--- src/rtl/s_axi_wr_reg.sv ---
// AXI3 write-only slave exposing a small register file; one burst in flight at a time.
// Optional S_AXI_WR_REG_WRCNT_EN adds wr_count_o, a count of OKAY write responses.
module s_axi_wr_reg #(
  parameter int unsigned DATA_WIDTH   = 32,
  parameter int unsigned REG_QUANTITY = 6,
  parameter logic [63:0] BASE_ADDR    = 64'h0
) (
  input  logic                  clk,
  input  logic                  areset,
  input  logic [3:0]            awid_i,
  input  logic [3:0]            awlen_i,
  input  logic [2:0]            awsize_i,
  input  logic [1:0]            awburst_i,
  input  logic [63:0]           awaddr_i,
  input  logic                  awvalid_i,
  output logic                  awready_o,
  input  logic [3:0]            wid_i,
  input  logic [DATA_WIDTH-1:0] wdata_i,
  input  logic [3:0]            wstrb_i,
  input  logic                  wlast_i,
  input  logic                  wvalid_i,
  output logic                  wready_o,
  output logic [3:0]            bid_o,
  output logic [1:0]            bresp_o,
  output logic                  bvalid_o,
  input  logic                  bready_i,
  output logic [DATA_WIDTH-1:0] regs_o [0:REG_QUANTITY-1]
`ifdef S_AXI_WR_REG_WRCNT_EN
  ,
  output logic [31:0]           wr_count_o
`endif
);

  localparam int unsigned LANES = (DATA_WIDTH / 8 < 4) ? DATA_WIDTH / 8 : 4;

  typedef enum logic [1:0] {IDLE, DATA, RESP} state_t;

  state_t      state;
  logic [3:0]  aw_id;
  logic [3:0]  aw_len;
  logic [2:0]  aw_size;
  logic [1:0]  aw_burst;
  logic [63:0] beat_addr;
  logic [3:0]  beat_cnt;
  logic        err_dec;
  logic        err_slv;

  logic [63:0] beat_off;
  logic [63:0] beat_idx;
  logic        burst_bad;
  logic        beat_in_range;
  logic        beat_wr;
  logic        beat_dec;
  logic        beat_slv;
  logic        last_beat;
  logic        w_hs;
  logic        dec_final;
  logic        slv_final;

  logic unused;
  assign unused = ^wid_i;

  always_comb begin
    beat_off      = beat_addr - BASE_ADDR;
    beat_idx      = beat_off >> 2;
    // beat_addr keeps the start address low bits, so misalignment shows on every beat
    burst_bad     = (aw_size != 3'd2) || aw_burst[1] || (beat_addr[1:0] != 2'b00);
    beat_in_range = (beat_addr >= BASE_ADDR) && (beat_idx < 64'(REG_QUANTITY)) &&
                    (beat_addr[1:0] == 2'b00);
    beat_wr       = !burst_bad && beat_in_range;
    beat_dec      = !burst_bad && !beat_in_range;
    last_beat     = (beat_cnt == aw_len);
    beat_slv      = burst_bad || (wlast_i != last_beat);
    w_hs          = (state == DATA) && wvalid_i && wready_o;
    dec_final     = err_dec || beat_dec;
    slv_final     = err_slv || beat_slv;
  end

  always_ff @(posedge clk or negedge areset) begin
    if (!areset) begin
      state     <= IDLE;
      awready_o <= 1'b0;
      wready_o  <= 1'b0;
      bvalid_o  <= 1'b0;
      bid_o     <= '0;
      bresp_o   <= '0;
      aw_id     <= '0;
      aw_len    <= '0;
      aw_size   <= '0;
      aw_burst  <= '0;
      beat_addr <= '0;
      beat_cnt  <= '0;
      err_dec   <= 1'b0;
      err_slv   <= 1'b0;
      for (int unsigned r = 0; r < REG_QUANTITY; r++) regs_o[r] <= '0;
`ifdef S_AXI_WR_REG_WRCNT_EN
      wr_count_o <= '0;
`endif
    end else begin
      case (state)
        IDLE: begin
          if (awvalid_i && awready_o) begin
            aw_id     <= awid_i;
            aw_len    <= awlen_i;
            aw_size   <= awsize_i;
            aw_burst  <= awburst_i;
            beat_addr <= awaddr_i;
            beat_cnt  <= '0;
            err_dec   <= 1'b0;
            err_slv   <= 1'b0;
            awready_o <= 1'b0;
            wready_o  <= 1'b1;
            state     <= DATA;
          end else begin
            awready_o <= 1'b1;
          end
        end
        DATA: begin
          if (w_hs) begin
            for (int unsigned r = 0; r < REG_QUANTITY; r++) begin
              if (beat_wr && (beat_idx == 64'(r))) begin
                for (int unsigned i = 0; i < LANES; i++) begin
                  if (wstrb_i[i]) regs_o[r][i*8 +: 8] <= wdata_i[i*8 +: 8];
                end
              end
            end
            if (aw_burst == 2'b01) beat_addr <= beat_addr + 64'd4;
            beat_cnt <= beat_cnt + 4'd1;
            err_dec  <= dec_final;
            err_slv  <= slv_final;
            if (last_beat) begin
              wready_o <= 1'b0;
              bvalid_o <= 1'b1;
              bid_o    <= aw_id;
              bresp_o  <= dec_final ? 2'b11 : (slv_final ? 2'b10 : 2'b00);
              state    <= RESP;
            end
          end
        end
        RESP: begin
          if (bready_i) begin
            bvalid_o  <= 1'b0;
            awready_o <= 1'b1;
            state     <= IDLE;
`ifdef S_AXI_WR_REG_WRCNT_EN
            if (bresp_o == 2'b00) wr_count_o <= wr_count_o + 32'd1;
`endif
          end
        end
        default: state <= IDLE;
      endcase
    end
  end

endmodule

--- config.mk ---
export PLATFORM = sky130hd
export DESIGN_NAME = s_axi_wr_reg
export DESIGN_NICKNAME = d
export VERILOG_FILES = /design/src/rtl/s_axi_wr_reg.sv
export SDC_FILE = /design/constraint.sdc
export NUM_CORES = 1
export LEC_CHECK = 0
export CAP_MARGIN = 20
export CORE_MARGIN = 2
export CORE_UTILIZATION = 46
export DETAILED_ROUTE_END_ITERATION = 8
export GPL_ROUTABILITY_DRIVEN = 0
export PLACE_DENSITY = 0.88
export RECOVER_POWER = 25
export SLEW_MARGIN = 20
export SYNTH_ARGS = -nofsm -noshare
export SYNTH_HDL_FRONTEND = slang
export SYNTH_SLANG_ARGS = --single-unit
--- constraint.sdc ---
create_clock -name clk -period 2.4 [get_ports clk]
set_input_delay 0.24 -clock clk [delete_from_list [all_inputs] [get_ports clk]]
set_output_delay 0.24 -clock clk [all_outputs]
set_load 0.1 [all_outputs]
# [Yosys cells after proc, flatten, opt, wreduce, memory -nomap -nowiden]
# Cells that the tools add are included.
[classes] add_sub_neg=2 n_lt_le_gt_ge=2 n_eq_ne=16 n_mux=30 n_reduce_logical=59
[ops] operator="$mux 64" count=3
[ops] operator="$pmux 64 s2" count=1
[ops] operator="$eq 62x2->1 const B" count=2
[ops] operator="$eq 62x3->1 const B" count=2
[ops] operator="$reduce_and 4->1" count=28
[ops] operator="$add 64x3->64 const B" count=1
[ops] operator="$ge 64x1->1 const B" count=1
[ops] operator="$logic_not 64->1" count=1
[ops] operator="$eq 62x1->1 const B" count=1
[ops] operator="$lt 62x3->1 const B" count=1
[ops] operator="$logic_and 1x1->1" count=13
[ops] operator="$mux 2" count=6
[ops] operator="$mux 1" count=11
[ops] operator="$pmux 1 s2" count=5
[ops] operator="$mux 4" count=2
[ops] operator="$ne 2x2->1 const B" count=4
[ops] operator="$pmux 4 s2" count=1
[ops] operator="$reduce_bool 2->1" count=4
[ops] operator="$pmux 2 s3" count=1
[ops] operator="$reduce_and 3->1" count=2
[ops] operator="$logic_or 1x1->1" count=5
[ops] operator="$add 4x1->4 const B" count=1
[ops] operator="$eq 2x1->1 const B" count=2
[ops] operator="$eq 4x4->1" count=1
[ops] operator="other kinds (7)" count=10
[word_totals] reg_bits=286 in_bits=123 out_inout_bits=201

# [Longest topological paths before layout]
[logic_depth] word_depth=8 depth_mapped=8 mapped_depth_nobuf=7

# [Worst setup path after synthesis]
# No wires, ideal clock.
[synth_timing] path_kind="register -> register" from="register wready_o" to="register regs_o[160] (netlist bit)" setup_ns=0.125 t_arrival_ns=2.753 required_time_ns=2.275 slack_ns=-0.479 stages_incl_launch_ff=7 synth_period_minus_slack_ns=2.879 cell_sequence="dfrtp_1 > nand4b_1 > or2_1 > nor4_4 > buf_12 > nand4_4 > mux2_4"
[synth_between] elab_chain_cells=2
[synth_lines] item="start, declared" line="22" text="output logic wready_o,"
[synth_lines] item="start signal, assigned" line="83" text="wready_o <= 1'b0;"
[synth_lines] item="start signal, assigned" line="112" text="wready_o <= 1'b1;"
[synth_lines] item="start signal, assigned" line="132" text="wready_o <= 1'b0;"
[synth_lines] item="$logic_and 1x1->1" line="74" text="w_hs = (state == DATA) && wvalid_i && wready_o;"
[synth_lines] item="$reduce_and 4->1 (no source line)"
[synth_lines] item="end signal, assigned by index" line="123" text="if (wstrb_i[i]) regs_o[r][i*8 +: 8] <= wdata_i[i*8 +: 8];"
[synth_lines] item="end, declared" line="27" text="output logic [DATA_WIDTH-1:0] regs_o [0:REG_QUANTITY-1]"
# Every way passes these cells.
# A chain may end at the register's enable or synchronous reset.

# [Worst setup path after layout]
[layout_timing] from="register aw_size[2]" to="register regs_o[152] (netlist bit)"
[layout_between] elab_chain_cells=7
[layout_lines] item="start, declared" line="41" text="logic [2:0] aw_size;"
[layout_lines] item="start signal, assigned" line="105" text="aw_size <= awsize_i;"
[layout_lines] item="$ne 3x2->1" line="67" text="burst_bad = (aw_size != 3'd2) || aw_burst[1] || (beat_addr[1:0] != 2'b00);"
[layout_lines] item="$logic_or 1x1->1 (2 in series)" line="67"
[layout_lines] item="$logic_not 1->1" line="70" text="beat_wr = !burst_bad && beat_in_range;"
[layout_lines] item="$logic_and 1x1->1" line="70"
[layout_lines] item="$logic_and 1x1->1" line="121" text="if (beat_wr && (beat_idx == 64'(r))) begin"
[layout_lines] item="$reduce_and 4->1 (no source line)"
# Every way passes these cells.

==> qor.yml <==
postSynthAreaPerCell_um2: 12.5
worstHoldPathType: "in2reg"
setup_viol: 145
fmax_mhz: 399
netlist.area_leader.share_pct: 52.5
period_minus_slack_ns: 2.50
clock_root_cell: "sky130_fd_sc_hd__clkbuf_16"
crit-reg2reg-launch: "aw_size[2]"
drt_drc_violations_left: 0
violated_checks: "capacitance limit, slew limit, setup timing"
initial_utilization_pct: 46.4
path_class: "reg2reg"
rows: 63
grt_antenna_before_repair: 0
detailed_place_hpwl_um: 28900
syn-cell-area_mm2: 0.0136
portBuffers: 319
worst_slew_pin_slew_ns: 2.02
drt-vias-per-instance: 5.75
n_antenna_cell: 0
critical_path.endpoint_type: "flip-flop"
core_area_mm2: 0.0294
power.density_mw_per_mm2: 889
preCtsSetupSlack_ns: -0.107
ir_drop_v: 0.000798
grt-ovfl-total: 0
synth.ff_latch_count: 286
timing.hold.worst_endpoint: "aw_id[1]"
worst_ep_required_time_ns: 2.83
max_slew_margin_pct: -34.7
dieArea_mm2: 0.0311
first_global_vias: 10975
die-height_um: 176
setup_repair_after_global_routing_missed_its_margin: "true"
crit_chain: "nor4_2 > nand3b_1 > or2_4 > nor4_4 > buf_12 > buf_12 > nand4_4 > mux2_4"
critical_path.slowest_cell: "sky130_fd_sc_hd__dfrtp_1"
crit_path_max_fanout: 11
register_area_share_after_synthesis_pct: 52.5
clk_path_buf_depth: 3
drt.antenna.violating_nets: 0
cell_types_with_the_largest_area_share_after_synthesis: "sky130_fd_sc_hd__dfrtp_1 52%, sky130_fd_sc_hd__mux2_4 11%, sky130_fd_sc_hd__mux2_2 6.8%"
num-nets-final: 1621
clk_transition_reported_paths_ns: 0.06
top_level_ports: 324
ys_dominant_reg_cell: "sky130_fd_sc_hd__dfrtp_1"
cts.htree.levels: 1
drtIter0Drc: 871
crit-reg2reg-capture: "regs_o[152]"
post_synth_edffs: 0
final_hold_viol_count: 0
worstPathArrival_ns: 2.93
clkLatencyLatePin_ns: 0.55
syn_nets: 1223
drive_gt1_share_pct: 40.5
p_leak_nw: 9.29
cts.sinks: 286
finalMaxSlewViolations: 75
crit_family: "simple AND/OR/NAND/NOR gates"
routed-via-count: 10943
critical_path.startpoint_type: "flip-flop"
yosysUniqueCellTypes: 71
number_of_iterations_in_the_first_detailed_routing_pass: 7
die_width_um: 176
synth_common_cells: "286 x sky130_fd_sc_hd__dfrtp_1, 104 x sky130_fd_sc_hd__mux2_4, 97 x sky130_fd_sc_hd__nand2_1, 82 x sky130_fd_sc_hd__mux2_2"
period_share_pct: 104
post_synth_inst_count: 1095
synth_async_sr_flop_share_pct: 100
grt_usage_pct: 25.1
grt_max_degree: 103
rrSetupSlack_ns: -0.10
final_wl_um: 40300
cp_slowest_stage_delay_ns: 0.40
total_power_after_layout_w: 0.0165
outcome: "finished with violations"
yosys.cell_count.top_type: "sky130_fd_sc_hd__dfrtp_1"
worstHoldStart: "awid_i[1]"
synth_largest_area_cell: "sky130_fd_sc_hd__dfrtp_1"
cap_violations: 1
tritoncts: "yes"
yosysWarnings: 0
finalWorstSetupSlack_ns: -0.104
cts-buffers-inserted: 30
cp_common_cell: "sky130_fd_sc_hd__buf_12"
avgRoutedWirePerCell_um: 21.2
timing.critical_path.buf_inv: 2
first_pass_grt_wire_length_um: 62000
min_hold_slack_ns: 0.220
hold-path-cell-count: 3
final_skew_ns: 0.00990
fill_cells: 2098
layout-area-overhead-vs-synth_pct: 36.2
worstRegToRegCells: 8
[what timing repair did]
action	in CTS	in global routing
pin swaps	5	4
setup buffers	3	1
hold endpoints to repair	72	0
resized for setup	10	12
setup endpoints to repair	126	183
hold buffers	1	0
[metrics by stage]
step / cells / TNS [ns] / cell area [um2] / util, %
2_1_floorplan: 1095 / -3.57 / 13600 / -
3_3_place_gp: 1846 / -6.35 / 17500 / 59.4
3_5_place_dp: 1846 / -10.48 / 17500 / 59.4
4_1_cts: 1902 / -2.15 / 18600 / 63.1
5_1_grt: 1903 / -34.42 / 18600 / 63.2
6_report: 1903 / -8.17 / 18600 / 63.2
[layer usage]
layer | vias up | track usage (%) | share of wire [%]
met5 | - | 0 | 0
met4 | 0 | 6.65 | 2.5
met3 | 104 | 3.55 | 8.0
met2 | 559 | 45.0 | 51
met1 | 5434 | 31.9 | 39
li1 | 4846 | - | -
[where the power goes]
group / switching, W / internal [W]
registers: 0.000687 / 0.00556
logic: 0.00336 / 0.00205
clock network: 0.00193 / 0.00293
total: 0.00598 / 0.0105
[final cells by class]
type / instances / area (um2) / area share (%)
Timing Repair Buffer: 425 / 3660 / 19.7
Sequential cell: 286 / 7160 / 38.5
Clock inverter: 12 / 174 / 0.936
Inverter: 7 / 26.3 / 0.141
Tap cell: 390 / 488 / 2.63
Clock buffer: 40 / 860 / 4.62
Multi-Input combinational cell: 743 / 6210 / 33.4
[flip-flops by register name, summed over array words and instances, names as in the netlist, 2 cells and up]
name	count
aw_id	4
aw_size	3
bid_o	4
beat_cnt	4
state	2
bresp_o	2
beat_addr	64
aw_len	4
regs_o	192
aw_burst	2
[worst min-delay path, stage by stage]
cell	delay, ns
sky130_fd_sc_hd__clkdlybuf4s50_1	0.40
sky130_fd_sc_hd__nand2_1	0.06
sky130_fd_sc_hd__nand2_1	0.04
[logic make-up after synthesis]
logic type               Yosys count  share of synthesized area, %
AO/OA/AOI/OAI                    198                          9.14
flip-flops                       286                          52.5
adder cells (fa/ha/maj)            5                         0.459
AND/OR/NAND/NOR                  336                          15.7
buffers and inverters             66                          2.69
XOR/XNOR                           6                         0.385
multiplexers                     198                          19.2
[cell usage in the layout (no fill, tap or decap), types with 6 or more instances in the layout]
cell type,count
sky130_fd_sc_hd__or3_1,14
sky130_fd_sc_hd__buf_4,288
sky130_fd_sc_hd__nor4_4,6
sky130_fd_sc_hd__a211oi_1,8
sky130_fd_sc_hd__nor3_1,19
sky130_fd_sc_hd__inv_1,7
sky130_fd_sc_hd__o22ai_1,15
sky130_fd_sc_hd__nor2_1,64
sky130_fd_sc_hd__nor4_1,8
sky130_fd_sc_hd__mux2_4,114
sky130_fd_sc_hd__nand4_4,20
sky130_fd_sc_hd__buf_12,13
sky130_fd_sc_hd__a311oi_1,9
sky130_fd_sc_hd__a31oi_1,9
sky130_fd_sc_hd__xor2_1,6
sky130_fd_sc_hd__o21ai_0,42
sky130_fd_sc_hd__dfrtp_1,285
sky130_fd_sc_hd__nand3_1,29
sky130_fd_sc_hd__mux2_2,82
sky130_fd_sc_hd__nand2_1,97
sky130_fd_sc_hd__clkdlybuf4s50_1,117
sky130_fd_sc_hd__o22a_1,8
sky130_fd_sc_hd__clkbuf_16,31
sky130_fd_sc_hd__nand4_2,7
sky130_fd_sc_hd__a21oi_1,66
sky130_fd_sc_hd__nand4_1,21
sky130_fd_sc_hd__and3_1,13
[worst max-delay path by stage]
stage | from | endpoint | slack, ns | cells after the start
2_1_floorplan | wready_o | regs_o[160] | -0.05 | 6
3_3_place_gp | wvalid_i | regs_o[100] | -0.07 | 8
3_5_place_dp | wvalid_i | regs_o[161] | -0.11 | 8
4_1_cts | beat_addr[29] | regs_o[152] | -0.04 | 7
5_1_grt | aw_size[2] | regs_o[2] | -0.23 | 8
6_report | aw_size[2] | regs_o[152] | -0.10 | 8
No activity file was read; power rests on OpenSTA's default activity.
==> RTL change 1, RTL diff (config.mk and constraints unchanged) <==
The parameter `DATA_WIDTH` goes from 32 to 24.
--- a/src/rtl/s_axi_wr_reg.sv
+++ b/src/rtl/s_axi_wr_reg.sv
@@ -2,5 +2,5 @@
 // Optional S_AXI_WR_REG_WRCNT_EN adds wr_count_o, a count of OKAY write responses.
 module s_axi_wr_reg #(
-  parameter int unsigned DATA_WIDTH   = 32,
+  parameter int unsigned DATA_WIDTH   = 24,
   parameter int unsigned REG_QUANTITY = 6,
   parameter logic [63:0] BASE_ADDR    = 64'h0
Interface: changed (resized regs_o and wdata_i); port bits go from 324 to 268. No check against the original RTL was run, so the function may have changed too.
==> RTL change 1 against the unedited design <==
- the run ends with negative setup slack left
- fmax up 4.0%
- synthesized area down 17%
- design area down 15%
- sequential cell count down 48
- largest cell class unchanged
- first-iteration DRC count up 1.7%
- non-clock buffer count down 47
- worst setup slack better by 0.097 ns
- global-route usage up 1.6 points
- routed wire length down 11%
- worst hold slack better by 0.014 ns
- die area down 16%
Power is not compared: it rests on default switching activity, and its combinational part moved more than twofold at a synthesized area within 25%.
==> RTL change 1: results (changes against the unedited design) <==
| Metric | Value |
|---|---|
| Multi-Input Combinational | `742 (was 743)` |
| Cell variety after synth | `65 (was 71)` |
| Seq/Total Area, Yosys | `52.5% (about the same)` |
| Non-clock buffer count | `378 (was 425)` |
| # setup viols final | `2 (was 145)` |
| IO buf count | `262 (was 319)` |
| DP HPWL | `24800 um (was 28900 um)` |
| NonClk Buf Share | `20.1% (was 19.7%)` |
| Multiplexer share of the synthesized area | `14.6% (was 19.2%)` |
| Non-clock inverter count in the final layout | `13 (was 7)` |
| CP startpoint | `beat_addr[60] (was aw_size[2])` |
| Vias | `10300 (was 10900)` |
| Layout cells sized above 1 | `34.7% (was 40.5%)` |
| Antenna diode count | `1 (was 0)` |
| Initial antenna violation count | `1 (was 0)` |
| DRT Pass-1 Iters | `6 (was 7)` |
| Crit-path max FO | `8 (was 11)` |
| Worst setup margin | `-0.00669 ns (was -0.104 ns)` |
| Clk_lat worst skew | `0.53 ns (was 0.55 ns)` |
| Worst reg2reg path startpoint | `beat_addr[60] (was aw_size[2])` |
| Post-Route WL | `35900 um (was 40300 um)` |
| Clock buf count | `37 (was 40)` |
| Pin count of the biggest net entering global routing | `83 (was 103)` |
| Max FFs per register | `144 (was 192)` |
| Violated checks | `negative setup slack (was max-capacitance violations, max-slew violations, negative setup slack)` |
| Synth top area cells | `dfrtp_1, mux2_2, nand2_1, nand3_1, a21oi_1 (was dfrtp_1, mux2_4, mux2_2, nand4_4, nand2_1)` |
| XOR/XNOR Fraction of Synth Area | `0.540% (was 0.385%)` |
| Post-synth top cells | `dfrtp_1, mux2_2, nand2_1 (was dfrtp_1, mux2_4, nand2_1)` |
| Outcome | `finished, violations left (unchanged)` |
| Worst path max stage delay | `0.42 ns (was 0.40 ns)` |
| FILL cells | `1853 (was 2098)` |
RTL change 1: cell count changes after synthesis, sizes merged, moves of 11 or more:
cell / change
mux2: -52
nand3: +24
nand2: +22
a21oi: -22
and3: +19
nor2: -19
nand4: -11
nor4: +14
dfrtp: -48
RTL change 1: layer usage:
layer | global-route usage [%] | up-vias | part of all wire [%]
met2 | 45.5 | 590 | 48
met4 | 9.13 | 0 | 3.4
met5 | 0 | - | 0
li1 | - | 4632 | -
met3 | 3.88 | 97 | 7.9
met1 | 35.3 | 4987 | 40
RTL change 1: metrics by stage:
stage                     instance area (um^2)  std cells  hold slack [ns]  setup TNS, ns  setup slack [ns]
after floorplan                          11400       1054          -0.0556              0            0.0196
after global placement                   14800       1692            0.272              0            0.0361
after detailed placement                 14800       1692            0.281         -0.178           -0.0261
after CTS                                15700       1743            0.217              0            0.0221
after global routing                     15800       1744            0.240          -2.14           -0.0560
final                                    15800       1744            0.234        -0.0109          -0.00669
RTL change 1: final timing paths:
check | endpoint | slack (ns)
setup / recovery | regs_o[8] | -0.007
hold / removal | aw_len[2] | 0.23
setup reg to reg | regs_o[8] | -0.007
hold reg to reg | aw_size[0] | 0.46
max in group asynchronous | beat_addr[34] | 0.44
min in group asynchronous | regs_o[58] | 0.56
RTL change 1: timing repair:
| item | CTS | global route |
|---|---|---|
| setup endpoints to repair | 24 | 84 |
| hold endpoints to repair | 74 | 0 |
| hold buffers | 1 | 0 |
| buffers inserted | 2 | 2 |
| gates resized for setup | 3 | 49 |
| cloned | 0 | 1 |
| pin swaps | 0 | 9 |
RTL change 1: power by group through the flow:
stage	clock [mW]	combinational, mW	sequential, mW
final	4.19	0.325	4.01
after global routing	4.42	0.354	4.01
after CTS	4.26	0.335	4.01
after detailed placement	0	0.330	4.09
after global placement	0	0.326	4.09
after floorplan	0	0.00499	4.09
==> RTL change 2, RTL diff (config.mk and constraints unchanged) <==
Without the edit above. Encoding of `state_t`: now one-hot (3 bits for 3 states).
--- a/src/rtl/s_axi_wr_reg.sv
+++ b/src/rtl/s_axi_wr_reg.sv
@@ -34,5 +34,5 @@
   localparam int unsigned LANES = (DATA_WIDTH / 8 < 4) ? DATA_WIDTH / 8 : 4;
 
-  typedef enum logic [1:0] {IDLE, DATA, RESP} state_t;
+  typedef enum logic [2:0] {IDLE = 3'b001, DATA = 3'b010, RESP = 3'b100} state_t;
 
   state_t      state;
Formal check against the unedited RTL: same outputs for any inputs over 4 cycles, from zero or initial values and one cycle with areset low; so few cycles prove little.
==> RTL change 2 against the unedited design <==
- the run still ends with max-capacitance violations, max-slew violations, negative setup slack left
- design area rose by 5.9%
- sequential power rose by 2%
- routed wire length rose by 18%
- sequential cell count rose by 1
- clock skew rose by 0.0081 ns
- critical path depth did not move
- power rose by 1.5%
- first-iteration DRC count rose by 40%
- fmax rose by 0.14%
- worst hold slack improved by 0.018 ns
- synthesized area fell by 2.9%
- worst setup slack improved by 0.0035 ns
- critical path type unchanged
==> RTL change 2: results (changes against the unedited design) <==
| Metric | Value |
|---|---|
| Leak pwr | `9.23 nW (was 9.29 nW)` |
| Final Max Tran Viols | `69 (was 75)` |
| Post-synth top cells | `dfrtp_1, mux2_1, nand2_1 (was dfrtp_1, mux2_4, nand2_1)` |
| First-pass GRT wire length | `66100 um (was 62000 um)` |
| Post-CTS Setup Inserts | `0 (was 3)` |
| CTS Buf Count | `29 (was 30)` |
| XOR/XNOR Fraction of Synth Area | `0.397% (was 0.385%)` |
| Last element of the critical path | `regs_o[69] (was regs_o[152])` |
| Synth Area in Adders | `0.472% (was 0.459%)` |
| M2 GR Usage | `48.1% (was 45.0%)` |
| Initial antenna violation count | `1 (was 0)` |
| Pin count of the biggest net entering global routing | `72 (was 103)` |
| Met3 routed WL | `4140 um (was 3220 um)` |
| Placed cell area | `17400 um^2 (was 17500 um^2)` |
| VDD IR-drop max | `588 uV (was 798 uV)` |
| DRC violation total after the first TritonRoute iteration | `1219 (was 871)` |
| Violated checks | `max-capacitance violations, max-slew violations, negative setup slack (unchanged)` |
| Outcome | `finished, violations left (unchanged)` |
| M1 WL | `17500 um (was 15600 um)` |
| Total global routing track utilization | `27.5% (was 25.1%)` |
| # setup viols final | `192 (was 145)` |
| Slowest CP cell | `nor4_1 (was dfrtp_1)` |
| CP startpoint | `beat_addr[7] (was aw_size[2])` |
| Placed Cells | `1918 (was 1846)` |
| DP HPWL | `29500 um (was 28900 um)` |
| Worst setup margin | `-0.100 ns (was -0.104 ns)` |
| Worst path max stage delay | `0.45 ns (was 0.40 ns)` |
| Worst Hold Path EP | `aw_size[2] (was aw_id[1])` |
| Hold wc startpoint | `awsize_i[2] (was awid_i[1])` |
| NumNets Final | `1709 (was 1621)` |
| Via-to-Cell Ratio | `6.06 (was 5.75)` |
| Crit-path max FO | `6 (was 11)` |
| Max_cap viols | `1 (unchanged)` |
| Synth top area cells | `dfrtp_1, mux2_1, nand2_1, and3_1, a21oi_1 (was dfrtp_1, mux2_4, mux2_2, nand4_4, nand2_1)` |
| Post-Syn Nets | `1296 (was 1223)` |
| Post-DR wirelength/cell | `23.8 um (was 21.2 um)` |
RTL change 2: changes by cell type in the layout (fill, tap and decap cells not counted), sizes merged, moves of 5 or more:
cell,change
o22ai,-8
nand2b,+5
nor4,+17
and2,+7
o211ai,+13
nand3,+19
a22oi,+6
or4,+12
buf,+36
nand4,-11
o21ai,-22
nor2,-10
and3,+39
a21oi,-18
RTL change 2: layout make-up:
class                      instances  area [um^2]
fill                            1836         8860
sequential                       287         7200
antenna                            2         5.00
clock buffer                      34          795
multi-input combinational        790         6670
clock inverter                    19          288
timing repair buffer             463         4210
inverter                          10         37.5
tap                              384          480
RTL change 2: stage by stage:
stage,setup WS [ns],setup TNS (ns),hold WS (ns)
floorplan,0.0313,0,-0.0556
global placement,-0.0851,-13.49,0.248
detailed placement,-0.118,-13.34,0.257
CTS,-0.0621,-4.19,0.215
global route,-0.0985,-9.58,0.243
finish,-0.100,-8.41,0.238
RTL change 2: report_power, final:
group	internal [mW]	switching, mW
Combinational	2.17	3.05
Sequential	5.60	0.794
Clock	3.12	2.03
